File: src/rtl/rgb_to_yuv_pkg.sv
// rtl/rgb_to_yuv_pkg.sv - shared types and constants for the RGB to YUV 4:2:2 encoder
package rgb_yuv_pkg;

  typedef enum logic [2:0] {
    S_P0,
    S_P1,
    S_U,
    S_Y1,
    S_V,
    S_Y2
  } state_t;

  localparam int Y_CR = 75;
  localparam int Y_CG = 161;
  localparam int Y_CB = 20;

  localparam int U_CR = -37;
  localparam int U_CG = -81;
  localparam int U_CB = 118;

  localparam int V_CR = 112;
  localparam int V_CG = -99;
  localparam int V_CB = -13;

  localparam int RND_Y = 128;
  localparam int RND_C = 256;

  localparam int SH_Y = 8;
  localparam int SH_C = 9;

  function automatic logic is_out_state(input state_t s);
    return (s == S_U) || (s == S_Y1) || (s == S_V) || (s == S_Y2);
  endfunction

endpackage

File: src/rtl/rgb_to_yuv_if.sv
// rtl/rgb_to_yuv_if.sv - pixel input / byte output bundle of the encoder
interface rgb_to_yuv_if;

  logic        in_en;
  logic [23:0] rgb_in;
  logic        busy;
  logic        out_valid;
  logic [7:0]  yuv_out;

  modport master (
    output in_en,
    output rgb_in,
    input  busy,
    input  out_valid,
    input  yuv_out
  );

  modport slave (
    input  in_en,
    input  rgb_in,
    output busy,
    output out_valid,
    output yuv_out
  );

endinterface

File: src/rtl/rgb_to_yuv_matrix.sv
// rtl/rgb_to_yuv_matrix.sv - one row of the colour matrix: dot product, round, shift, clamp
module rgb_yuv_matrix #(
  parameter int COEF_W = 9,
  parameter int ACC_W  = 19
) (
  input  logic [8:0]               r_sum,
  input  logic [8:0]               g_sum,
  input  logic [8:0]               b_sum,
  input  logic signed [COEF_W-1:0] c_r,
  input  logic signed [COEF_W-1:0] c_g,
  input  logic signed [COEF_W-1:0] c_b,
  input  logic signed [ACC_W-1:0]  rnd,
  input  logic [3:0]               shamt,
  input  logic                     is_signed,
  output logic [7:0]               res
);

  localparam logic signed [ACC_W-1:0] S_MAX = ACC_W'(127);
  localparam logic signed [ACC_W-1:0] S_MIN = ACC_W'(-128);
  localparam logic signed [ACC_W-1:0] U_MAX = ACC_W'(255);
  localparam logic signed [ACC_W-1:0] ZERO  = '0;

  logic signed [ACC_W-1:0] r_ext, g_ext, b_ext;
  logic signed [ACC_W-1:0] cr_ext, cg_ext, cb_ext;
  logic signed [ACC_W-1:0] acc, shifted;

  // Everything is widened to ACC_W before multiplying so no partial sum is truncated.
  always_comb begin
    r_ext  = $signed({{(ACC_W-9){1'b0}}, r_sum});
    g_ext  = $signed({{(ACC_W-9){1'b0}}, g_sum});
    b_ext  = $signed({{(ACC_W-9){1'b0}}, b_sum});
    cr_ext = $signed({{(ACC_W-COEF_W){c_r[COEF_W-1]}}, c_r});
    cg_ext = $signed({{(ACC_W-COEF_W){c_g[COEF_W-1]}}, c_g});
    cb_ext = $signed({{(ACC_W-COEF_W){c_b[COEF_W-1]}}, c_b});
    acc     = r_ext * cr_ext + g_ext * cg_ext + b_ext * cb_ext + rnd;
    shifted = acc >>> shamt;
  end

  always_comb begin
    res = shifted[7:0];
    if (is_signed) begin
      if (shifted > S_MAX) begin
        res = 8'h7f;
      end else if (shifted < S_MIN) begin
        res = 8'h80;
      end
    end else begin
      if (shifted > U_MAX) begin
        res = 8'hff;
      end else if (shifted < ZERO) begin
        res = 8'h00;
      end
    end
  end

endmodule

File: src/rtl/rgb_to_yuv.sv
// rtl/rgb_to_yuv.sv - accepts an RGB pixel pair and emits U, Y1, V, Y2 bytes
module rgb_to_yuv
  import rgb_yuv_pkg::*;
#(
  parameter int COEF_W = 9,
  parameter int ACC_W  = 19
) (
  input  logic          clk,
  input  logic          reset,
  rgb_to_yuv_if.slave   bus
);

  state_t      state, state_nxt;
  logic [23:0] pix0, pix1;

  logic [8:0]               r_sum, g_sum, b_sum;
  logic signed [COEF_W-1:0] c_r, c_g, c_b;
  logic signed [ACC_W-1:0]  rnd;
  logic [3:0]               shamt;
  logic                     is_chroma;
  logic                     out_active;
  logic [7:0]               mat_res;

  always_ff @(posedge clk or negedge reset) begin
    if (!reset) begin
      state <= S_P0;
    end else begin
      state <= state_nxt;
    end
  end

  always_comb begin
    state_nxt = state;
    case (state)
      S_P0:    if (bus.in_en) state_nxt = S_P1;
      S_P1:    if (bus.in_en) state_nxt = S_U;
      S_U:     state_nxt = S_Y1;
      S_Y1:    state_nxt = S_V;
      S_V:     state_nxt = S_Y2;
      S_Y2:    state_nxt = S_P0;
      default: state_nxt = S_P0;
    endcase
  end

  always_ff @(posedge clk or negedge reset) begin
    if (!reset) begin
      pix0 <= '0;
      pix1 <= '0;
    end else begin
      if (state == S_P0 && bus.in_en) pix0 <= bus.rgb_in;
      if (state == S_P1 && bus.in_en) pix1 <= bus.rgb_in;
    end
  end

  // Operand mux: the single matrix instance serves all four output bytes.
  always_comb begin
    r_sum     = {1'b0, pix0[23:16]};
    g_sum     = {1'b0, pix0[15:8]};
    b_sum     = {1'b0, pix0[7:0]};
    c_r       = COEF_W'(Y_CR);
    c_g       = COEF_W'(Y_CG);
    c_b       = COEF_W'(Y_CB);
    rnd       = ACC_W'(RND_Y);
    shamt     = 4'(SH_Y);
    is_chroma = 1'b0;
    case (state)
      S_U, S_V: begin
        r_sum     = {1'b0, pix0[23:16]} + {1'b0, pix1[23:16]};
        g_sum     = {1'b0, pix0[15:8]}  + {1'b0, pix1[15:8]};
        b_sum     = {1'b0, pix0[7:0]}   + {1'b0, pix1[7:0]};
        rnd       = ACC_W'(RND_C);
        shamt     = 4'(SH_C);
        is_chroma = 1'b1;
        if (state == S_U) begin
          c_r = COEF_W'(U_CR);
          c_g = COEF_W'(U_CG);
          c_b = COEF_W'(U_CB);
        end else begin
          c_r = COEF_W'(V_CR);
          c_g = COEF_W'(V_CG);
          c_b = COEF_W'(V_CB);
        end
      end
      S_Y2: begin
        r_sum = {1'b0, pix1[23:16]};
        g_sum = {1'b0, pix1[15:8]};
        b_sum = {1'b0, pix1[7:0]};
      end
      default: begin
      end
    endcase
  end

  rgb_yuv_matrix #(
    .COEF_W (COEF_W),
    .ACC_W  (ACC_W)
  ) u_matrix (
    .r_sum     (r_sum),
    .g_sum     (g_sum),
    .b_sum     (b_sum),
    .c_r       (c_r),
    .c_g       (c_g),
    .c_b       (c_b),
    .rnd       (rnd),
    .shamt     (shamt),
    .is_signed (is_chroma),
    .res       (mat_res)
  );

  // Handshake outputs depend on the registered state only.
  always_comb begin
    out_active    = is_out_state(state);
    bus.busy      = out_active;
    bus.out_valid = out_active;
    bus.yuv_out   = out_active ? mat_res : 8'h00;
  end

endmodule

File: src/flat_wrapper.sv
// flat-port wrapper written by rule: the top's interface ports become plain ports
module rgb_to_yuv_flat import rgb_yuv_pkg::*;
#(
  parameter int COEF_W = 9,
  parameter int ACC_W  = 19
)
  (clk, reset, bus_in_en, bus_rgb_in, bus_busy, bus_out_valid, bus_yuv_out);
  rgb_to_yuv_if bus_i ();
  input  logic clk;
  input  logic reset;
  input wire logic [$bits(bus_i.in_en)-1:0] bus_in_en;
  input wire logic [$bits(bus_i.rgb_in)-1:0] bus_rgb_in;
  output wire logic [$bits(bus_i.busy)-1:0] bus_busy;
  output wire logic [$bits(bus_i.out_valid)-1:0] bus_out_valid;
  output wire logic [$bits(bus_i.yuv_out)-1:0] bus_yuv_out;
  assign bus_i.in_en = bus_in_en;
  assign bus_i.rgb_in = bus_rgb_in;
  assign bus_busy = bus_i.busy;
  assign bus_out_valid = bus_i.out_valid;
  assign bus_yuv_out = bus_i.yuv_out;
  rgb_to_yuv #(.COEF_W(COEF_W), .ACC_W(ACC_W)) u_core (.clk(clk), .reset(reset), .bus(bus_i));
endmodule
File: config.mk
export PLATFORM = sky130hd
export DESIGN_NAME = rgb_to_yuv_flat
export DESIGN_NICKNAME = d
export VERILOG_FILES = /design/src/rtl/rgb_to_yuv_pkg.sv /design/src/rtl/rgb_to_yuv_if.sv /design/src/rtl/rgb_to_yuv_matrix.sv /design/src/rtl/rgb_to_yuv.sv /design/src/flat_wrapper.sv
export SDC_FILE = /design/constraint.sdc
export NUM_CORES = 1
export LEC_CHECK = 0
export ABC_AREA = 1
export BUFFER_PORTS_ARGS = -buffer_cell sky130_fd_sc_hd__buf_4
export CORE_MARGIN = 10
export CORE_UTILIZATION = 50
export CTS_CLUSTER_DIAMETER = 150
export CTS_CLUSTER_SIZE = 8
export DETAILED_ROUTE_END_ITERATION = 10
export HOLD_SLACK_MARGIN = 0.05
export PLACE_DENSITY_LB_ADDON = 0.12
export REMOVE_ABC_BUFFERS = 1
export SYNTH_ARGS = -nofsm -noshare
export SYNTH_HDL_FRONTEND = slang
export SYNTH_SLANG_ARGS = --single-unit
File: constraint.sdc
create_clock -name clk -period 9.7 [get_ports clk]
set_input_delay 1.455 -clock clk [delete_from_list [all_inputs] [get_ports clk]]
set_output_delay 1.455 -clock clk [all_outputs]
set_load 0.01 [all_outputs]
==> results of run 1 <==
[worst min-delay path by stage]
stage | start | endpoint | slack (ns)
global route | u_core.pix0[15] | u_core.pix0[15] | 0.56
detailed placement | u_core.pix1[13] | u_core.pix1[13] | 0.50
floorplan | u_core.pix0[15] | u_core.pix0[15] | 0.47
CTS | u_core.pix1[13] | u_core.pix1[13] | 0.52
global placement | u_core.pix0[15] | u_core.pix0[15] | 0.50
finish | u_core.pix0[15] | u_core.pix0[15] | 0.52
[metal layers]
layer / GRT usage, % / up-vias / share of wire, %
met3: 2.85 / 27 / 4.6
met5: 0 / - / 0
li1: - / 4459 / -
met4: 4.17 / 0 / 2.1
met2: 33.7 / 192 / 48
met1: 27.5 / 4330 / 45
[synthesized netlist by cell type]
master,count,share of area (%)
clkbuf_1,23,0.77
xnor2_1,1,0.079
a21boi_0,1,0.067
buf_1,4,0.13
clkinv_1,2,0.067
nor3b_1,1,0.067
a221oi_1,2,0.16
fa_1,185,33
nor2_8,1,0.18
dfrtp_1,51,11
nand3b_1,3,0.20
buf_2,4,0.18
inv_2,2,0.067
inv_1,353,12
a21oi_2,7,0.55
a31oi_1,4,0.22
ha_1,157,18
o21ai_0,72,3.2
xor2_1,7,0.55
a21o_1,1,0.067
a22oi_1,10,0.67
a21oi_1,42,1.9
nand4_1,4,0.22
o21bai_1,5,0.34
conb_1,1,0.034
nor2_4,1,0.10
nand2_4,5,0.50
o21ai_1,4,0.18
nand2_1,230,7.7
buf_4,1,0.067
or2_2,5,0.28
nand2_2,7,0.39
o22ai_1,1,0.056
nand3_1,35,1.6
nor3_1,10,0.45
a21oi_4,1,0.15
nor2_1,114,3.8
and2_1,7,0.39
o21a_1,2,0.13
nor4_1,4,0.22
o31ai_1,1,0.067
[flip-flops by register name, summed over array words and instances, names as in the netlist]
register,count
u_core.pix1,24
u_core.state,3
u_core.pix0,24
[cell families after synthesis]
logic type	Yosys count	share of synthesized area (%)
flip-flops	51	11.4
adder cells (fa/ha/maj)	342	50.8
XOR/XNOR	8	0.628
AND/OR/NAND/NOR	427	16.2
buffers and inverters	389	13.2
AO/OA/AOI/OAI	153	7.77
other	1	0.0336
[through the flow]
step	util [%]	setup slack, ns	hold slack (ns)	cell area (um^2)	cells
floorplan	-	-0.560	0.471	11000	1339
global placement	57.2	-0.0874	0.499	12500	1767
detailed placement	57.2	-0.246	0.504	12500	1767
CTS	60.4	-0.129	0.520	13200	1800
global route	61.9	-0.566	0.557	13500	1809
finish	61.9	-0.141	0.519	13500	1809
[area by class of cell]
cell class                      count  area (um^2)
Clock inverter                      2         38.8
Multi-Input combinational cell    932         8990
Timing Repair Buffer              181         1420
Inverter                          357         1340
Tap cell                          280          350
Fill cell                        1999         8340
Sequential cell                    51         1280
Clock buffer                        6          139
[worst reg2reg max path: cells and delay by family (launching register included)]
family | cells | cell delay [ns]
AOI/OAI and AO/OA | 1 | 0.08
and+or+nand+nor | 3 | 0.48
buffers and inverters | 2 | 0.43
DFF | 1 | 0.38
[timing repair]
item | CTS | global route
setup endpoints to repair | 8 | 8
buffers inserted | 24 | 10
gates cloned | 1 | 0
pin swaps | 41 | 49
resized for setup | 73 | 71
==> results.yml, run 1 <==
run_status:
  status: "finished with violations"
  violations: "setup timing"
layout:
  syn_to_final_growth_pct: 21.4
  layout.nets: 1897
  most-common-layout-cells: "inv_1 (344), nand2_1 (209), buf_4 (173), fa_1 (172), ha_1 (140)"
  antennaDiodeCount: 0
  drive_gt1_share_pct: 21.6
  final_common_cell: "inv_1"
sta:
  finalCritPeriodShare_pct: 101
  fmax_mhz: 102
  fin_skew_ns: 0.00487
  fin_ws_ns: -0.141
  relSlewSlack_pct: 37.5
  hold_violations: 0
  tightestPinTransition_ns: 0.931
  finalMaxSlewViolations: 0
  grt_setup_unrepaired: "yes"
  fin_tns_setup_ns: -0.967
  final-setup-viol-count: 8
  min_period_ns: 9.84
global_routing:
  antenna_found_initial: 0
  grt_pass1_wl_mm: 46.9
  grt-ovfl-total: 0
  grt_max_degree: 52
  grt_pass1_vias: 9306
  grt_usage_pct: 20.2
worst_setup_path:
  slowest_stage: "fa_1"
  cp-end-kind: "primary output"
  worstReg2RegStart: "u_core.state[2]"
  cp.required_ns: 8.25
  crit_buf_inv: 9
  reg2regPathDepth: 6
  worstSetupPathType: "register to primary output"
  endpoint: "bus_yuv_out[5]"
  critical_path.top_delay_family: "adder cells"
  cp_common_cell: "fa_1"
  setup.worst_path.start_class: "register"
  cpPeakStageDelay_ns: 0.57
  cp_max_fo: 5
  reg2reg_slack_ns: 8.20
  cp.depth: 41
  rr_endpoint: "u_core.pix1[3]"
  arrival_ns: 8.39
  critPathLaunch: "u_core.pix1[16]"
placed_design:
  place_hpwl_mm: 23.4
  io_buffers: 36
  gp_congestion: 0.922
clock_tree:
  cts_tree: "built"
  root_buffer: "clkbuf_16"
  clock_sinks: 51
  clk_latency_ns: 0.30
  cts_inserted_buffers: 5
  cts_buffer_depth: 2
  cts_hold_buf: 0
  clkTransAtPathRegs_ns: 0.07
  htree_levels: 2
routing:
  wl_per_cell_um: 15.5
  postRouteAntennaNets: 0
  drtPass1Iterations: 7
  finalWirelength_mm: 28.1
  drc_errors: 0
  via_count: 9008
  initialDrtViolationCount: 525
  post_drt_via_cell_ratio: 4.98
logic_synthesis:
  synth.avg_cell_area_um2: 8.14
  synth.yosys.seq_area_share_pct: 11.4
  ys_ff_latch: 51
  synth_cells: 1371
  syn_area_mm2: 0.0112
  ys_types: 41
  synth_warnings: 0
floorplan:
  placementRows: 54
  dieHeight_um: 169
  io_pins: 37
  dieWidth_um: 169
  start_util_pct: 51.0
  core-area_mm2: 0.0219
  fp.dieArea_mm2: 0.0287
min_path:
  hold_path.class: "register to register"
  hold_depth: 2
run:
  cap_violations: 0
Power of run 1 is not shown: default switching activity piles up to over one toggle a cycle in this logic, so the estimate is an artifact.
==> inputs of run 2 (changes only) <==
- CORE_UTILIZATION: 50 -> 59
==> results.yml, run 2 (same netlist as run 1, synthesis figures left out) <==
clock_tree:
  root_buffer: "clkbuf_16"
  cts_tree: "built"
  cts_buffer_depth: 2
  clk_latency_ns: 0.30
  htree_levels: 2
  cts_inserted_buffers: 5
  clock_sinks: 51
  clkTransAtPathRegs_ns: 0.07
routing:
  drtPass1Iterations: 8
  finalWirelength_mm: 28.4
  initialDrtViolationCount: 471
  via_count: 9032
  postRouteAntennaNets: 0
  wl_per_cell_um: 16.4
  drc_errors: 0
  post_drt_via_cell_ratio: 5.20
global_routing:
  grt_max_degree: 52
  grt_usage_pct: 24.0
  antenna_found_initial: 0
  grt_pass1_wl_mm: 46.9
  grt-ovfl-total: 0
  grt_pass1_vias: 9458
worst_setup_path:
  cpPeakStageDelay_ns: 0.58
  arrival_ns: 8.43
  setup.worst_path.start_class: "register"
  slowest_stage: "fa_1"
  worstReg2RegStart: "u_core.state[2]"
  rr_endpoint: "u_core.pix1[3]"
  cp.required_ns: 8.25
  cp-end-kind: "primary output"
  cp_common_cell: "buf_4"
  cp_max_fo: 7
  worstSetupPathType: "register to primary output"
  reg2reg_slack_ns: 8.22
  reg2regPathDepth: 6
sta:
  final-setup-viol-count: 8
  grt_setup_unrepaired: "yes"
  fin_hold_ws_ns: 0.522
  fin_skew_ns: 0.00417
  fmax_mhz: 101
  tightestPinTransition_ns: 0.911
  fin_tns_setup_ns: -1.16
  finalCritPeriodShare_pct: 102
  hold_violations: 0
  fin_ws_ns: -0.186
  min_period_ns: 9.89
  finalMaxSlewViolations: 0
  relSlewSlack_pct: 38.8
run_status:
  status: "finished with violations"
  violations: "setup timing"
placed_design:
  dp_slack_ns: -0.145
  gp_congestion: 0.984
  place_hpwl_mm: 23.0
  io_buffers: 36
layout:
  final_common_cell: "inv_1"
  layout.nets: 1872
  reg_top3: "u_core.pix0 x24, u_core.pix1 x24, u_core.state x3"
  final_util_pct: 71.9
  drive_gt1_share_pct: 21.7
  antennaDiodeCount: 0
  most-common-layout-cells: "inv_1 (342), nand2_1 (203), fa_1 (170), buf_4 (152), ha_1 (135)"
  syn_to_final_growth_pct: 20.1
  fill_cells: 1486
floorplan:
  fp.dieArea_mm2: 0.0248
  dieHeight_um: 158
  start_util_pct: 59.8
  dieWidth_um: 158
  placementRows: 50
  core-area_mm2: 0.0186
  io_pins: 37
min_path:
  hold_path.class: "register to register"
  hold_depth: 2
  min_from: "u_core.pix0[4]"
  worstHoldEndpoint: "u_core.pix0[4]"
run:
  cap_violations: 0
## run 2: critical path, delay by kind of cell, from the launching register on
kind	cells	cell delay [ns]
buf+inv	11	1.23
compound gates	7	0.96
fa+ha+maj	10	3.88
simple gates	14	1.67
flops	1	0.39
## run 2: final cells by class
class / count / area [um^2] / share of cell area [%]
well taps: 234 / 293 / 2.19
repair buffers: 156 / 1200 / 8.99
inverters: 357 / 1340 / 10.0
clock buffers: 6 / 139 / 1.04
flip-flops and latches: 51 / 1280 / 9.53
multi-input cells: 932 / 9100 / 67.9
clock inverters: 2 / 38.8 / 0.290
## run 2: layer usage
layer / vias to the layer above / wire length (um) / track usage (%)
met2: 216 / 14300 / 41.7
met3: 36 / 1320 / 2.95
li1: 4401 / - / -
met1: 4379 / 12200 / 31.4
met4: 0 / 620 / 5.12
met5: - / 0 / 0
## run 2: worst max-delay path by stage
stage	start	end	slack (ns)	cells after the start
after floorplan	u_core.state[1]	bus_yuv_out[0]	-0.56	34
after global placement	u_core.pix1[16]	bus_yuv_out[0]	-0.05	39
after detailed placement	u_core.pix0[16]	bus_yuv_out[3]	-0.14	39
after CTS	u_core.pix1[8]	bus_yuv_out[3]	-0.23	42
after global routing	u_core.pix0[18]	bus_yuv_out[0]	-0.62	44
final	u_core.pix1[2]	bus_yuv_out[3]	-0.19	42
## run 2: metrics by stage
step,area (um^2),instances
after CTS,12900,1732
final,13400,1738
after global placement,12300,1706
after floorplan,11000,1339
after detailed placement,12300,1706
after global routing,13400,1738
## run 2: timing repair
item / CTS / global route
setup endpoints to repair: 8 / 8
pin swaps: 57 / 63
hold buffers: 0 / 0
gates cloned: 1 / 0
resized for setup: 67 / 92
buffers inserted: 17 / 6
Power of run 2 is left out for the same reason.
==> inputs of run 3 (changes only) <==
- CORE_UTILIZATION: 59 -> 46
- clock period: 9.7 -> 9.6 ns (I/O delays scaled with it)
==> results.yml, run 3 (same netlist as run 1, synthesis figures left out) <==
floorplan:
  dieHeight_um: 176
  dieWidth_um: 176
  start_util_pct: 47.1
  fp.dieArea_mm2: 0.0309
  placementRows: 56
  core-area_mm2: 0.0237
  io_pins: 37
sta:
  relSlewSlack_pct: 28.5
  hold_violations: 0
  grt_setup_unrepaired: "yes"
  finalMaxSlewViolations: 0
  tightestPinTransition_ns: 1.07
  min_period_ns: 9.82
  fin_tns_setup_ns: -1.72
  fmax_mhz: 102
  finalCritPeriodShare_pct: 102
  fin_skew_ns: 0.00514
  final-setup-viol-count: 8
  fin_ws_ns: -0.225
routing:
  initialDrtViolationCount: 432
  via_count: 9131
  drc_errors: 0
  finalWirelength_mm: 28.8
  postRouteAntennaNets: 0
  post_drt_via_cell_ratio: 4.88
  wl_per_cell_um: 15.4
  drtPass1Iterations: 4
clock_tree:
  cts_tree: "built"
  clkTransAtPathRegs_ns: 0.07
  cts_inserted_buffers: 5
  clock_sinks: 51
  clk_latency_ns: 0.30
  cts_hold_buf: 0
  htree_levels: 2
  root_buffer: "clkbuf_16"
  cts_buffer_depth: 2
placed_design:
  placedCellCount: 1834
  dpl_cell_area_mm2: 0.0128
  place_hpwl_mm: 24.1
  gp_congestion: 0.956
  io_buffers: 36
run_status:
  violations: "setup timing"
  status: "finished with violations"
layout:
  most-common-layout-cells: "inv_1 (341), nand2_1 (205), buf_4 (196), fa_1 (173), ha_1 (138)"
  reg_top3: "u_core.pix0 x24, u_core.pix1 x24, u_core.state x3"
  antennaDiodeCount: 0
  syn_to_final_growth_pct: 23.5
  drive_gt1_share_pct: 23.0
  final_cells: 1870
  final_common_cell: "inv_1"
  fin_area_mm2: 0.0138
  layout.nets: 1919
  final_util_pct: 58.2
min_path:
  hold_depth: 2
  worstHoldEndpoint: "u_core.pix0[6]"
  hold_path.class: "register to register"
  min_from: "u_core.pix0[6]"
global_routing:
  grt-ovfl-total: 0
  grt_pass1_wl_mm: 48.7
  grt_max_degree: 52
  grt_pass1_vias: 9766
  antenna_found_initial: 0
  grt_usage_pct: 19.6
worst_setup_path:
  cp_max_fo: 7
  reg2regPathDepth: 4
  worstReg2RegStart: "u_core.state[2]"
  cp_common_cell: "nand2_2"
  cpPeakStageDelay_ns: 0.59
  crit_buf_inv: 5
  rr_endpoint: "u_core.pix1[2]"
  worstSetupPathType: "register to primary output"
  cp.required_ns: 8.16
  slowest_stage: "fa_1"
  reg2reg_slack_ns: 8.15
  cp-end-kind: "primary output"
  critical_path.top_delay_family: "adder cells"
  cp.depth: 44
  arrival_ns: 8.38
  setup.worst_path.start_class: "register"
run:
  cap_violations: 0
==> run 3: cell types whose count changed in the layout (fill, tap and decap cells not counted), moves of 3 or more <==
cell / previous run / this run
a21oi_1: 22 / 30
a21oi_2: 24 / 17
buf_4: 152 / 196
buf_6: 2 / 5
fa_1: 170 / 173
fa_2: 15 / 12
ha_1: 135 / 138
nand2_2: 32 / 29
nor2_1: 104 / 107
nor2_2: 10 / 5
==> run 3: through the flow <==
stage | worst slack, ns | hold slack, ns
2_1_floorplan | -0.645 | 0.471
4_1_cts | -0.233 | 0.525
6_report | -0.225 | 0.523
3_5_place_dp | -0.260 | 0.509
3_3_place_gp | -0.206 | 0.495
5_1_grt | -0.692 | 0.559
==> run 3: what timing repair did <==
action                                  in CTS  in global routing
endpoints found under the setup margin       8                  8
cloned                                       2                  0
pin swaps                                   65                 66
buffers inserted                            17                 11
gates resized for setup                     90                 58
==> run 3: final cells by class <==
type                            instances  area, um^2
Tap cell                              319         399
Fill cell                            2242        9900
Clock inverter                          2        38.8
Inverter                              357        1340
Timing Repair Buffer                  202        1550
Multi-Input combinational cell        933        9040
Clock buffer                            6         139
Sequential cell                        51        1280
==> run 3: how the worst max path moves through the flow <==
| stage | from | endpoint | slack, ns |
|---|---|---|---|
| final | u_core.pix0[18] | bus_yuv_out[0] | -0.22 |
| after global routing | u_core.pix0[18] | bus_yuv_out[2] | -0.69 |
| after CTS | u_core.pix1[16] | bus_yuv_out[0] | -0.23 |
| after detailed placement | u_core.pix1[2] | bus_yuv_out[0] | -0.26 |
| after global placement | u_core.pix1[16] | bus_yuv_out[0] | -0.21 |
| after floorplan | u_core.state[1] | bus_yuv_out[0] | -0.64 |
==> run 3: per-layer routing <==
metal / GRT usage, % / routed length (um)
met5: 0 / 0
met4: 3.39 / 505
met3: 2.66 / 1120
met2: 33.9 / 13900
met1: 25.6 / 13300
==> run 3: tightest hold or removal path: cells and delay by family, from the launching register on <==
| family | cells | cell delay, ns |
|---|---|---|
| AO/OA/AOI/OAI | 1 | 0.06 |
| flip-flops | 1 | 0.37 |
| AND/OR/NAND/NOR | 1 | 0.06 |
Power of run 3 is left out for the same reason.
